$ cat config.mk
export PLATFORM = sky130hd
export DESIGN_NAME = rf_write_arbiter
export DESIGN_NICKNAME = d
export VERILOG_FILES = /design/src/rtl/rf_write_arbiter_pkg.sv /design/src/rtl/rr_pick.sv /design/src/rtl/rf_write_arbiter.sv
export SDC_FILE = /design/constraint.sdc
export NUM_CORES = 1
export LEC_CHECK = 0
export BUFFER_PORTS_ARGS = -buffer_cell sky130_fd_sc_hd__buf_2
export CORE_ASPECT_RATIO = 1.25
export CORE_MARGIN = 2
export CORE_UTILIZATION = 30
export CTS_BUF_LIST = sky130_fd_sc_hd__clkbuf_8
export DETAILED_ROUTE_END_ITERATION = 6
export PLACE_DENSITY = 0.69
export SLEW_MARGIN = 30
export SYNTH_ARGS = -nofsm -noshare
export SYNTH_HDL_FRONTEND = slang
export SYNTH_SLANG_ARGS = --single-unit
$ cat constraint.sdc
create_clock -name clk -period 2.42 [get_ports clk]
set_input_delay 0.363 -clock clk [delete_from_list [all_inputs] [get_ports clk]]
set_output_delay 0.363 -clock clk [all_outputs]
set_load 0.005 [all_outputs]
$ cat src/rtl/rf_write_arbiter_pkg.sv
// Shared register-file constants for the writeback path.
// Used by the write arbiter and the register file.
package rf_write_arbiter_pkg;

  localparam int RF_AW       = 5;
  localparam int RF_DW       = 32;
  localparam int RF_ZERO_IDX = 0;

  function automatic int wrap_inc(
    input int v,
    input int n
  );
    return (v + 1 >= n) ? 0 : v + 1;
  endfunction

endpackage

$ cat src/rtl/rr_pick.sv
// Combinational round-robin picker.
// Searches req_i from ptr_i upward with wrap; first set bit wins.
module rr_pick #(
  parameter int N  = 3,
  parameter int PW = $clog2(N)
) (
  input  logic [N-1:0]  req_i,
  input  logic [PW-1:0] ptr_i,
  output logic [N-1:0]  gnt_o,
  output logic [PW-1:0] win_o,
  output logic          any_o
);

  always_comb begin
    gnt_o = '0;
    win_o = '0;
    any_o = 1'b0;
    for (int k = 0; k < N; k++) begin
      if (!any_o && req_i[(int'(ptr_i) + k) % N]) begin
        any_o = 1'b1;
        gnt_o[(int'(ptr_i) + k) % N] = 1'b1;
        win_o = PW'((int'(ptr_i) + k) % N);
      end
    end
  end

endmodule

$ cat src/rtl/rf_write_arbiter.sv
// Round-robin arbiter for the register-file write port.
// Stages one write per cycle and exposes forwarding hits.
module rf_write_arbiter
  import rf_write_arbiter_pkg::*;
#(
  parameter int NREQ = 3,
  parameter int AW   = RF_AW,
  parameter int DW   = RF_DW
) (
  input  logic             clk,
  input  logic             rst_n,
  input  logic [NREQ-1:0]  req,
  input  logic [NREQ*AW-1:0] req_rc,
  input  logic [NREQ*DW-1:0] req_dc,
  output logic [NREQ-1:0]  gnt,
  input  logic             wr_hold,
  output logic             RegWrite,
  output logic [AW-1:0]    rc,
  output logic [DW-1:0]    dc,
  input  logic [AW-1:0]    ra,
  input  logic [AW-1:0]    rb,
  output logic             fwd_a,
  output logic             fwd_b,
  output logic [DW-1:0]    fwd_data
);

  localparam int PW = $clog2(NREQ);
  localparam logic [AW-1:0] ZIDX =
    AW'(RF_ZERO_IDX);

  logic [NREQ-1:0] pick_gnt;
  logic [PW-1:0]   win;
  logic            any;
  logic            fire;
  logic [AW-1:0]   rc_sel;
  logic [DW-1:0]   dc_sel;

  logic [PW-1:0]   ptr_q, ptr_d;
  logic            we_q, we_d;
  logic [AW-1:0]   rc_q, rc_d;
  logic [DW-1:0]   dc_q, dc_d;

  rr_pick #(
    .N  (NREQ),
    .PW (PW)
  ) u_pick (
    .req_i (req),
    .ptr_i (ptr_q),
    .gnt_o (pick_gnt),
    .win_o (win),
    .any_o (any)
  );

  assign fire   = any && !wr_hold;
  assign rc_sel = req_rc[int'(win)*AW +: AW];
  assign dc_sel = req_dc[int'(win)*DW +: DW];
  assign gnt    = (rst_n && fire) ? pick_gnt : '0;

  always_comb begin
    ptr_d = ptr_q;
    we_d  = 1'b0;
    rc_d  = rc_q;
    dc_d  = dc_q;
    if (fire) begin
      ptr_d = PW'(wrap_inc(int'(win), NREQ));
      rc_d  = rc_sel;
      dc_d  = dc_sel;
      we_d  = (rc_sel != ZIDX);
    end
  end

  always_ff @(posedge clk or negedge rst_n) begin
    if (!rst_n) begin
      ptr_q <= '0;
      we_q  <= 1'b0;
      rc_q  <= '0;
      dc_q  <= '0;
    end else begin
      ptr_q <= ptr_d;
      we_q  <= we_d;
      rc_q  <= rc_d;
      dc_q  <= dc_d;
    end
  end

  assign RegWrite = we_q;
  assign rc       = rc_q;
  assign dc       = dc_q;
  assign fwd_data = dc_q;

  // Index 0 never forwards: it reads as zero.
  assign fwd_a = we_q && (rc_q == ra) && (ra != ZIDX);
  assign fwd_b = we_q && (rc_q == rb) && (rb != ZIDX);

endmodule

==> reports/summary.txt, run 1 <==
OUTCOME
------------------------------------------------------------------------------------------
Status ...................................................................... complete, but fails checks
Violations in the final reports ............................................. negative setup slack

DRT
------------------------------------------------------------------------------------------
DRC violation count after routing ...........................................            0
Detail Route Antenna Nets ...................................................            0
DR iter-0 viols .............................................................          111
Count of vias placed by the detailed router .................................         3424
Via density per instance ....................................................         5.09
Routed length on met1 .......................................................      4360 um
Drt wl/cell .................................................................      16.5 um
Met3 WL post-DR .............................................................       612 um
Total detailed-routing wirelength ...........................................     11100 um
Amount of wire on met2 after detailed routing ...............................      5880 um
Number of detailed-routing iterations run before antenna repair .............            6
Top routing layer used ......................................................         met4

POWER AND IR DROP
------------------------------------------------------------------------------------------
Clock group share of total power ............................................        0.077
Internal power of the cells .................................................    0.00385 W
Switching fraction of total power ...........................................        0.439
Total power of the final layout .............................................    0.00686 W
IR Drop Worst-Case VDD ......................................................       609 uV
Power per cell area ......................................................... 1460 nW/um^2
Pleak .......................................................................      2.51 nW
Share of power burned in combinational logic ................................        0.727
Sequential Power Share ......................................................        0.195
Switching power .............................................................    0.00301 W

LAYOUT
------------------------------------------------------------------------------------------
Ant. Diodes .................................................................            0
Most frequent cells in the layout ........................................... sky130_fd_sc_hd__buf_2, sky130_fd_sc_hd__dfrtp_1, sky130_fd_sc_hd__nor2_1
Most common library cell in the layout ignoring fill and taps ............... sky130_fd_sc_hd__buf_2
Number of fill cells ........................................................         1050
Core occupancy in the finished layout .......................................        0.443
Proportion of layout cells with a drive suffix above 1 ......................        0.556
Area of the multi-input gates ...............................................   1960 sq um
Total number of nets in the final design ....................................          671
Area growth syn-to-layout ...................................................        43.9%
Sequential cell area ........................................................   1000 sq um

PLACED DESIGN
------------------------------------------------------------------------------------------
Worst slack at placement ....................................................   -0.0316 ns
Placer's final routability congestion estimate ..............................        0.864
Detailed placer's ending HPWL ...............................................      7410 um
Count of input and output buffers ...........................................          201

CLOCK TREE
------------------------------------------------------------------------------------------
Clock latency reported for the late side of the worst-skew pair .............      0.29 ns
Depth of the CTS H-tree .....................................................            2
Number of CTS-inserted buffers ..............................................            5
Clock edge transition at the registers on the reported setup and hold paths .      0.08 ns
Clock tree from TritonCTS ...................................................         done
TritonCTS sink count ........................................................           40
Count of hold buffers inserted by post-cts repair ...........................            0
Number of buffers between clock root and the deepest sink ...................            2
Buffer cell driving the clock tree root ..................................... sky130_fd_sc_hd__clkbuf_8

SYNTH
------------------------------------------------------------------------------------------
Portion of the post-synthesis area used by sequential elements ..............        0.306
Net count after synthesis ...................................................          476
Count of cell types in the netlist ..........................................           51
Cell count after synthesis ..................................................          345
EDFF count, synth ...........................................................            0
Async S/R FF share, synth ...................................................         1.00
Main synth FF type .......................................................... sky130_fd_sc_hd__dfrtp_1
Number of storage elements in the synthesis netlist .........................           40
Leading post-synthesis cells by cell area ................................... sky130_fd_sc_hd__dfrtp_1, sky130_fd_sc_hd__mux2i_1, sky130_fd_sc_hd__buf_4, sky130_fd_sc_hd__a211oi_1, sky130_fd_sc_hd__a21o_1
Yosys top cell area share ...................................................        0.306
Avg Synthesized Cell Area ...................................................   9.48 sq um
Most area-hungry cell type in the Yosys netlist ............................. sky130_fd_sc_hd__dfrtp_1
Synthesis warning total .....................................................            0
Post-Syn Area ...............................................................   3270 sq um

GLOBAL ROUTE
------------------------------------------------------------------------------------------
Maximum number of pins on one net before global-route repair ................           67
Number of antenna violations at the first check in global routing ...........            0
Global-route wire length before repair ......................................     15400 um
Remaining global-route overflow .............................................            0
Via count of the first global-routing pass ..................................         3225
GRT Resource Usage Total ....................................................        0.160

DIE
------------------------------------------------------------------------------------------
Die height ..................................................................       121 um
Die area ....................................................................  11800 sq um
X dimension of the die ......................................................      97.4 um
Number of ports placed on the die boundary ..................................          202
Core region area ............................................................  10600 sq um
Initial core utilization ....................................................        0.308
Site row count ..............................................................           42

STA
------------------------------------------------------------------------------------------
Skew final ..................................................................   0.00392 ns
Setup slack of the critical path after layout ...............................   -0.0446 ns
Fin crit period .............................................................      2.46 ns
Number of endpoints with negative hold slack in the final report ............            0
Max transition margin .......................................................        0.644
Setup-failing EPs final .....................................................            6
Slew at the pin with the worst max-slew slack ...............................     0.534 ns
Maximum operating frequency .................................................    0.406 GHz
Post-route worst hold slack .................................................     0.207 ns
Pins Over Slew Limit ........................................................            0
Post-route fraction of the period consumed by the critical path .............         1.02
Setup repair after global routing missed its margin .........................          yes

WORST SETUP PATH
------------------------------------------------------------------------------------------
Setup crit start kind .......................................................    flip-flop
Critical path class ......................................................... flip-flop to flip-flop
Cell family with most CP delay .............................................. compound AO/OA/AOI/OAI gates
Required time at the worst-slack endpoint ...................................      2.65 ns
Worst endpoint data arrival time ............................................      2.70 ns
Critical path buffers and inverters .........................................            4
Max stage delay on crit path ................................................      0.44 ns
Cell at the slowest stage of the critical path .............................. sky130_fd_sc_hd__dfrtp_1
Most used cell along the critical path ...................................... sky130_fd_sc_hd__buf_4
Crit-path cells ............................................................. inv_2 > ha_4 > mux2i_4 > buf_4 > o211ai_1 > a21oi_4 > buf_4 > buf_12 > nor2_1 > a211oi_1 > a21o_1
Endpoint type of the worst setup path .......................................    flip-flop
CP max FO ...................................................................           17

JOB
------------------------------------------------------------------------------------------
Max-cap viol count ..........................................................            0

HOLD PATH
------------------------------------------------------------------------------------------
Path class of the lowest-slack min-delay path ............................... input pin to async pin

## metrics by stage
stage / area (sq um) / std cells / setup TNS, ns
2_1_floorplan: 3270 / 345 / 0
3_3_place_gp: 4170 / 641 / 0
3_5_place_dp: 4170 / 641 / -0.261
4_1_cts: 4410 / 661 / -0.0431
5_1_grt: 4710 / 673 / -3.19
6_report: 4710 / 673 / -0.131
## power by group through the flow
stage	Sequential [W]	Combinational [W]	Clock, W
final	0.00134	0.00499	0.000530
after floorplan	0.00132	0.00309	0
after global routing	0.00138	0.00538	0.000581
after CTS	0.00133	0.00415	0.000558
after global placement	0.00132	0.00386	0
after detailed placement	0.00135	0.00392	0
## worst paths after layout
check / slack (ns) / to / start / cells past startpoint
min in group clk: 0.40 / rc[3]$_DFFE_PN0N_ / req_rc[13] / 3
worst max-delay path: -0.04 / dc[8]$_DFFE_PN0N_ / ptr_q[1]$_DFFE_PN0N_ / 11
max in group asynchronous: 1.85 / dc[3]$_DFFE_PN0N_ / rst_n / 2
worst min register to register: 0.50 / dc[21]$_DFFE_PN0N_ / dc[21]$_DFFE_PN0N_ / 1
worst min-delay path: 0.21 / dc[26]$_DFFE_PN0N_ / rst_n / 2
worst max register to register: -0.04 / dc[8]$_DFFE_PN0N_ / ptr_q[1]$_DFFE_PN0N_ / 11
## flip-flops by register name (all words and copies together), names as in the netlist
signal / flops
rc: 5
dc: 32
RegWrite: 1
ptr_q: 2
## metal layers
metal | track usage | up-vias
li1 | - | 1598
met4 | 0.0738 | 0
met3 | 0.0283 | 16
met5 | 0 | -
met2 | 0.291 | 148
met1 | 0.180 | 1662
## logic make-up (layout without fill, tap and decap cells)
group | count (synthesis) | count (layout) | share of synthesized area
mux | 39 | 39 | 0.130
xor+xnor | 8 | 8 | 0.0214
buf+inv | 59 | 255 | 0.148
flops | 40 | 40 | 0.306
compound gates | 104 | 104 | 0.243
simple gates | 91 | 91 | 0.137
fa+ha+maj | 4 | 4 | 0.0153
## final cells by class
cell class | count | area share
Clock buffer | 5 | 0.0146
Multi-Input combinational cell | 246 | 0.417
Inverter | 4 | 0.00319
Tap cell | 132 | 0.0351
Clock inverter | 3 | 0.00824
Timing Repair Buffer | 243 | 0.309
Sequential cell | 40 | 0.213
## synthesized netlist by cell type (5+ instances only)
library cell,n
sky130_fd_sc_hd__mux2i_1,35
sky130_fd_sc_hd__buf_6,6
sky130_fd_sc_hd__a21oi_1,7
sky130_fd_sc_hd__o21ai_1,6
sky130_fd_sc_hd__nor2_1,38
sky130_fd_sc_hd__nand2_1,20
sky130_fd_sc_hd__xnor2_1,5
sky130_fd_sc_hd__buf_4,37
sky130_fd_sc_hd__dfrtp_1,40
sky130_fd_sc_hd__o21ai_0,5
sky130_fd_sc_hd__a211oi_1,35
sky130_fd_sc_hd__a21o_1,32
## repair_timing
| action | in CTS | in global routing |
|---|---|---|
| cloned | 0 | 4 |
| endpoints found under the hold margin | 0 | 0 |
| pin swaps | 5 | 18 |
| setup endpoints to repair | 36 | 38 |
| setup buffers | 12 | 8 |
| resized for setup | 10 | 36 |
(Power assumes the default switching activity.)
==> inputs of run 2 (changes only) <==
==> constraint.sdc (replaced) <==
create_clock -name clk -period 2.42 [get_ports clk]
set_input_delay 0.242 -clock clk [delete_from_list [all_inputs] [get_ports clk]]
set_output_delay 0.242 -clock clk [all_outputs]
set_load 0.005 [all_outputs]
==> run 2 against run 1 <==
The run still ends with negative setup slack left. Routed wire length fell by 0.40%. Sequential power barely moved. Cell area rose by 0.98%. Sequential share of layout area fell by 0.18 points. Clock power barely moved. Die area did not move. Final cell count fell by 0.89%. Critical path depth fell by 1. Sequential cell count did not move. Hold slack got worse by 0.15 ns. Critical endpoint is now RegWrite$_DFF_PN0_.
==> reports/summary.txt, run 2 (synthesis results as in run 1) <==
WORST SETUP PATH
------------------------------------------------------------------------------------------
Setup crit start kind .......................................................    flip-flop
Endpoint of the lowest-slack register-to-register path ...................... RegWrite$_DFF_PN0_
Minimum setup slack among reg-to-reg paths ..................................     -0.05 ns   about the same
Number of cell instances on the worst register-to-register path .............           10   -1
CP max FO ...................................................................            7   -10
Critical path class ......................................................... flip-flop to flip-flop
Cell at the slowest stage of the critical path .............................. sky130_fd_sc_hd__dfrtp_2
Max stage delay on crit path ................................................      0.45 ns   about the same
Crit-path cells ............................................................. inv_2 > ha_4 > mux2i_4 > buf_6 > o211ai_1 > a21oi_4 > buf_6 > o211ai_1 > a22oi_1 > a41oi_2
Endpoint type of the worst setup path .......................................    flip-flop
Worst endpoint data arrival time ............................................      2.63 ns   -0.07 ns
Required time at the worst-slack endpoint ...................................      2.58 ns   -0.07 ns
Origin of the critical flop-to-flop path .................................... ptr_q[1]$_DFFE_PN0N_

PLACED DESIGN
------------------------------------------------------------------------------------------
Count of input and output buffers ...........................................          201   unchanged
Worst slack at placement ....................................................   -0.0453 ns   -0.0137 ns
Placement-stage cell area ...................................................   4150 sq um   -0.36%
Number of instances in the placed design ....................................          639   -0.31%
Detailed placer's ending HPWL ...............................................      7350 um   -0.89%
Placer's final routability congestion estimate ..............................        0.881   +1.9%

DIE
------------------------------------------------------------------------------------------
Number of ports placed on the die boundary ..................................          202   unchanged
X dimension of the die ......................................................      97.4 um   unchanged
Die area ....................................................................  11800 sq um   unchanged
Initial core utilization ....................................................        0.308   unchanged
Core region area ............................................................  10600 sq um   unchanged
Die height ..................................................................       121 um   unchanged
Site row count ..............................................................           42   unchanged

GLOBAL ROUTE
------------------------------------------------------------------------------------------
Maximum number of pins on one net before global-route repair ................           67   unchanged
Via count of the first global-routing pass ..................................         3174   -1.6%
Global-route wire length before repair ......................................     15100 um   -2.0%
Remaining global-route overflow .............................................            0   unchanged
GRT Resource Usage Total ....................................................        0.155   -0.00434
Number of antenna violations at the first check in global routing ...........            0   unchanged

LAYOUT
------------------------------------------------------------------------------------------
Area growth syn-to-layout ...................................................        45.4%
Max reg flops ...............................................................           32   unchanged
Proportion of layout cells with a drive suffix above 1 ......................        0.568   +0.0118
Post-route non-filler standard cell count ...................................          667   -0.89%
Sequential cell area ........................................................   1000 sq um   +0.12%
Total number of nets in the final design ....................................          665   -0.89%
Most common library cell in the layout ignoring fill and taps ............... sky130_fd_sc_hd__buf_2
Number of fill cells ........................................................         1024   -2.5%
Ant. Diodes .................................................................            0   unchanged
Area of the multi-input gates ...............................................   2020 sq um   +3.1%
Most frequent cells in the layout ........................................... sky130_fd_sc_hd__buf_2, sky130_fd_sc_hd__dfrtp_1, sky130_fd_sc_hd__nor2_1
Final cell area excluding filler cells ......................................   4750 sq um   +0.98%

DRT
------------------------------------------------------------------------------------------
Total detailed-routing wirelength ...........................................     11100 um   -0.40%
Detail Route Antenna Nets ...................................................            0   unchanged
Drt wl/cell .................................................................      16.6 um   +0.50%
DR iter-0 viols .............................................................          114   +2.7%
Number of detailed-routing iterations run before antenna repair .............            4   -2
Via density per instance ....................................................         5.11   +0.52%
DRC violation count after routing ...........................................            0   unchanged
Count of vias placed by the detailed router .................................         3411   -0.38%

STA
------------------------------------------------------------------------------------------
Slew at the pin with the worst max-slew slack ...............................     0.530 ns   -0.00381 ns
Number of endpoints with negative hold slack in the final report ............            0   unchanged
Post-route fraction of the period consumed by the critical path .............         1.02   +0.00192
Skew final ..................................................................   0.00694 ns   +0.00302 ns
Maximum operating frequency .................................................    0.405 GHz   -0.19%
Setup repair after global routing missed its margin .........................          yes
Post-route worst hold slack .................................................    0.0563 ns   -0.151 ns
Setup slack of the critical path after layout ...............................   -0.0493 ns   -0.00464 ns
Pins Over Slew Limit ........................................................            0   unchanged
Max transition margin .......................................................        0.647   +0.00254
Fin crit period .............................................................      2.47 ns   +0.00464 ns
Setup-failing EPs final .....................................................            2   -4

CLOCK TREE
------------------------------------------------------------------------------------------
Clock edge transition at the registers on the reported setup and hold paths .      0.08 ns   about the same
Count of hold buffers inserted by post-cts repair ...........................            0   unchanged
Clock latency reported for the late side of the worst-skew pair .............      0.29 ns   about the same
TritonCTS sink count ........................................................           40   unchanged
Depth of the CTS H-tree .....................................................            2   unchanged
Clock tree from TritonCTS ...................................................         done
Number of buffers between clock root and the deepest sink ...................            2   unchanged
Number of CTS-inserted buffers ..............................................            5   unchanged
Buffer cell driving the clock tree root ..................................... sky130_fd_sc_hd__clkbuf_8

OUTCOME
------------------------------------------------------------------------------------------
Violations in the final reports ............................................. negative setup slack
Status ...................................................................... complete, but fails checks

JOB
------------------------------------------------------------------------------------------
Max-cap viol count ..........................................................            0   unchanged

POWER AND IR DROP
------------------------------------------------------------------------------------------
IR Drop Worst-Case VDD ......................................................       563 uV   -7.5%
Power per cell area ......................................................... 1470 nW/um^2   +1.0%
Pleak .......................................................................      2.52 nW   +0.13%
Total power of the final layout .............................................    0.00700 W   +2.0%

HOLD PATH
------------------------------------------------------------------------------------------
Path class of the lowest-slack min-delay path ............................... input pin to async pin

run 2: worst max-delay path, delay by kind of cell (launching register included):
kind / cells / cell delay (ns)
buf+inv: 3 / 0.43
mux: 1 / 0.28
compound gates: 5 / 0.99
fa+ha+maj: 1 / 0.19
flops: 1 / 0.45
run 2: timing repair:
item / CTS / global route
gates cloned: 0 / 4
gates resized for setup: 8 / 50
setup endpoints to repair: 36 / 36
pin swaps: 2 / 12
hold endpoints to repair: 0 / 0
buffers inserted: 6 / 10
run 2: layout make-up:
cell class	count	share of cell area
Multi-Input combinational cell	246	0.426
Timing Repair Buffer	237	0.303
Clock inverter	3	0.00816
Inverter	4	0.00316
Tap cell	132	0.0348
Sequential cell	40	0.211
Clock buffer	5	0.0145
run 2: worst max path at each step:
stage                    startpoint                 end  slack [ns]  depth (start not counted)
3_3_place_gp   ptr_q[1]$_DFFE_PN0N_   dc[6]$_DFFE_PN0N_       0.004                          9
3_5_place_dp   ptr_q[1]$_DFFE_PN0N_   dc[6]$_DFFE_PN0N_       -0.05                          9
2_1_floorplan  ptr_q[0]$_DFFE_PN0N_  RegWrite$_DFF_PN0_        0.12                          9
4_1_cts        ptr_q[1]$_DFFE_PN0N_   dc[6]$_DFFE_PN0N_        0.02                         10
5_1_grt        ptr_q[0]$_DFFE_PN0N_              gnt[0]       -0.14                          9
6_report       ptr_q[1]$_DFFE_PN0N_  RegWrite$_DFF_PN0_       -0.05                         10
run 2: through the flow:
stage               utilization  setup TNS, ns
global placement          0.391              0
global route              0.448          -2.51
floorplan                     -              0
detailed placement        0.391         -0.782
finish                    0.448        -0.0838
CTS                       0.410              0
run 2: power by group:
| part | internal (W) | switching [W] | leakage [nW] |
|---|---|---|---|
| Sequential | 0.00102 | 0.000310 | 0.485 |
| Clock | 0.000302 | 0.000231 | 0.0593 |
| Combinational | 0.00258 | 0.00255 | 1.97 |
| Total | 0.00391 | 0.00309 | 2.52 |
run 2: per-layer routing:
metal  global-route usage  routed length (um)
met5                    0                   0
met3               0.0237                 665
met1                0.175                4400
met4               0.0599                 279
met2                0.292                5730
==> inputs of run 3 (changes only) <==
--- a/config.mk
+++ b/config.mk
@@ -9,7 +9,7 @@
 export CORE_ASPECT_RATIO = 1.25
 export CORE_MARGIN = 2
 export CORE_UTILIZATION = 30
-export CTS_BUF_LIST = sky130_fd_sc_hd__clkbuf_8
+export CTS_BUF_LIST = sky130_fd_sc_hd__clkbuf_2 sky130_fd_sc_hd__clkbuf_4 sky130_fd_sc_hd__clkbuf_8
 export DETAILED_ROUTE_END_ITERATION = 6
 export PLACE_DENSITY = 0.69
 export SLEW_MARGIN = 30
==> run 3 against run 2 <==
The run still ends with negative setup slack left. Utilization grew 0.22 points. Non-clock buffer count grew 1. Global-route usage barely moved. Sequential power hardly changed. Via count increased by 0.18%. Critical endpoint is now dc[6]$_DFFE_PN0N_. Largest power group unchanged.
==> reports/summary.txt, run 3 (synthesis results as in run 1) <==
OUTCOME
------------------------------------------------------------------------------------------
Status ...................................................................... complete, but fails checks
Violations in the final reports ............................................. negative setup slack

LAYOUT
------------------------------------------------------------------------------------------
Total number of nets in the final design ....................................          667   +0.30%
Sequential cell area ........................................................   1000 sq um   unchanged
Area of the multi-input gates ...............................................   1980 sq um   -2.0%
Proportion of layout cells with a drive suffix above 1 ......................        0.559   -0.00957
Most frequent cells in the layout ........................................... sky130_fd_sc_hd__buf_2, sky130_fd_sc_hd__dfrtp_1, sky130_fd_sc_hd__nor2_1
Most common library cell in the layout ignoring fill and taps ............... sky130_fd_sc_hd__buf_2
Area growth syn-to-layout ...................................................        46.1%
Post-route non-filler standard cell count ...................................          669   +0.30%
Max reg flops ...............................................................           32   unchanged
Ant. Diodes .................................................................            0   unchanged
Number of fill cells ........................................................         1037   +1.3%
Final cell area excluding filler cells ......................................   4780 sq um   +0.50%

STA
------------------------------------------------------------------------------------------
Skew final ..................................................................   0.00750 ns   +0.000560 ns
Setup slack of the critical path after layout ...............................   -0.0380 ns   +0.0112 ns
Slew at the pin with the worst max-slew slack ...............................     0.534 ns   +0.00424 ns
Setup-failing EPs final .....................................................           23   +21
Post-route fraction of the period consumed by the critical path .............         1.02   -0.00464
Max transition margin .......................................................        0.644   -0.00282
Maximum operating frequency .................................................    0.407 GHz   +0.46%
Setup repair after global routing missed its margin .........................          yes
Number of endpoints with negative hold slack in the final report ............            0   unchanged
Pins Over Slew Limit ........................................................            0   unchanged
Fin crit period .............................................................      2.46 ns   -0.0112 ns

CLOCK TREE
------------------------------------------------------------------------------------------
Clock edge transition at the registers on the reported setup and hold paths .      0.08 ns   about the same
Clock tree from TritonCTS ...................................................         done
Count of hold buffers inserted by post-cts repair ...........................            0   unchanged
Buffer cell driving the clock tree root ..................................... sky130_fd_sc_hd__clkbuf_8
Clock latency reported for the late side of the worst-skew pair .............      0.29 ns   about the same
Number of buffers between clock root and the deepest sink ...................            2   unchanged
Depth of the CTS H-tree .....................................................            2   unchanged
TritonCTS sink count ........................................................           40   unchanged
Number of CTS-inserted buffers ..............................................            5   unchanged

HOLD PATH
------------------------------------------------------------------------------------------
Path class of the lowest-slack min-delay path ............................... input pin to async pin

DIE
------------------------------------------------------------------------------------------
Core region area ............................................................  10600 sq um   unchanged
Die area ....................................................................  11800 sq um   unchanged
Site row count ..............................................................           42   unchanged
X dimension of the die ......................................................      97.4 um   unchanged
Initial core utilization ....................................................        0.308   unchanged
Number of ports placed on the die boundary ..................................          202   unchanged
Die height ..................................................................       121 um   unchanged

WORST SETUP PATH
------------------------------------------------------------------------------------------
Most used cell along the critical path ...................................... sky130_fd_sc_hd__buf_12
Endpoint type of the worst setup path .......................................    flip-flop
Critical path class ......................................................... flip-flop to flip-flop
Crit-path cells ............................................................. inv_2 > ha_4 > mux2i_4 > buf_6 > o211ai_1 > buf_4 > a21oi_4 > buf_12 > buf_12 > clkbuf_16 > a211oi_2 > a21o_1
Setup crit start kind .......................................................    flip-flop
Required time at the worst-slack endpoint ...................................      2.61 ns   +0.03 ns
Cell at the slowest stage of the critical path .............................. sky130_fd_sc_hd__dfrtp_2
Cell family with most CP delay .............................................. buffers and inverters
CP max FO ...................................................................           17   +10
Critical path buffers and inverters .........................................            6   +3
Max stage delay on crit path ................................................      0.45 ns   about the same
Worst endpoint data arrival time ............................................      2.65 ns   +0.02 ns

DRT
------------------------------------------------------------------------------------------
Detail Route Antenna Nets ...................................................            0   unchanged
Drt wl/cell .................................................................      17.1 um   +3.0%
Count of vias placed by the detailed router .................................         3417   +0.18%
Total detailed-routing wirelength ...........................................     11400 um   +3.3%
Number of detailed-routing iterations run before antenna repair .............            4   unchanged
Via density per instance ....................................................         5.11   -0.12%
DR iter-0 viols .............................................................          114   unchanged
DRC violation count after routing ...........................................            0   unchanged

POWER AND IR DROP
------------------------------------------------------------------------------------------
Share of power burned in combinational logic ................................        0.738   +0.005
Internal power of the cells .................................................    0.00405 W   +3.7%
Pleak .......................................................................      2.54 nW   +0.86%
Clock group share of total power ............................................        0.076   about the same
Sequential Power Share ......................................................        0.186   -0.005
IR Drop Worst-Case VDD ......................................................       544 uV   -3.4%
Switching power .............................................................    0.00314 W   +1.5%
Total power of the final layout .............................................    0.00719 W   +2.7%
Power per cell area ......................................................... 1500 nW/um^2   +2.2%
Switching fraction of total power ...........................................        0.436   -0.00522

PLACED DESIGN
------------------------------------------------------------------------------------------
Detailed placer's ending HPWL ...............................................      7350 um   unchanged
Placer's final routability congestion estimate ..............................        0.881   unchanged
Placement-stage cell area ...................................................   4150 sq um   unchanged
Count of input and output buffers ...........................................          201   unchanged
Worst slack at placement ....................................................   -0.0453 ns   unchanged
Number of instances in the placed design ....................................          639   unchanged

GLOBAL ROUTE
------------------------------------------------------------------------------------------
GRT Resource Usage Total ....................................................        0.156   +0.000244
Via count of the first global-routing pass ..................................         3163   -0.35%
Number of antenna violations at the first check in global routing ...........            0   unchanged
Maximum number of pins on one net before global-route repair ................           67   unchanged
Global-route wire length before repair ......................................     15100 um   +0.19%
Remaining global-route overflow .............................................            0   unchanged

JOB
------------------------------------------------------------------------------------------
Max-cap viol count ..........................................................            0   unchanged

## run 3: power groups by stage
stage                     Clock, W  Combinational, W  Sequential [W]
after floorplan                  0           0.00309         0.00132
after global placement           0           0.00384         0.00132
after detailed placement         0           0.00391         0.00134
after CTS                 0.000575           0.00406         0.00133
after global routing      0.000598           0.00567         0.00138
final                     0.000549           0.00530         0.00133
## run 3: metrics by stage
| stage | util | setup TNS (ns) | hold slack (ns) |
|---|---|---|---|
| after floorplan | - | 0 | -0.0536 |
| after global placement | 0.391 | 0 | 0.409 |
| after detailed placement | 0.391 | -0.782 | 0.399 |
| after CTS | 0.410 | 0 | 0.0695 |
| after global routing | 0.450 | -3.32 | 0.104 |
| final | 0.450 | -0.526 | 0.0665 |
## run 3: what timing repair did
action	CTS	global route
pin swaps	2	12
resized for setup	8	37
buffers inserted	6	8
setup endpoints to repair	36	36
gates cloned	0	8
endpoints found under the hold margin	0	0
## run 3: path summary, 6_finish.rpt
path / startpoint / to / slack, ns / depth (start not counted)
worst min-delay path: rst_n / dc[26]$_DFFE_PN0N_ / 0.07 / 2
min in group clk: req_rc[13] / rc[3]$_DFFE_PN0N_ / 0.27 / 3
worst max register to register: ptr_q[1]$_DFFE_PN0N_ / dc[6]$_DFFE_PN0N_ / -0.04 / 12
max in group asynchronous: rst_n / ptr_q[1]$_DFFE_PN0N_ / 1.97 / 2
worst max-delay path: ptr_q[1]$_DFFE_PN0N_ / dc[6]$_DFFE_PN0N_ / -0.04 / 12
worst min register to register: dc[25]$_DFFE_PN0N_ / dc[25]$_DFFE_PN0N_ / 0.50 / 1
## run 3: cell type report
cell class	instances	share of cell area
multi-input combinational	247	0.415
timing repair buffer	238	0.314
sequential	40	0.210
tap	132	0.0346
clock buffer	6	0.0160
clock inverter	2	0.00734
inverter	4	0.00314
## run 3: layer usage
layer,track usage,vias up,wire (um)
li1,-,1596,-
met1,0.171,1638,4430
met2,0.299,164,6090
met3,0.0237,19,665
met4,0.0573,0,244
met5,0,-,0
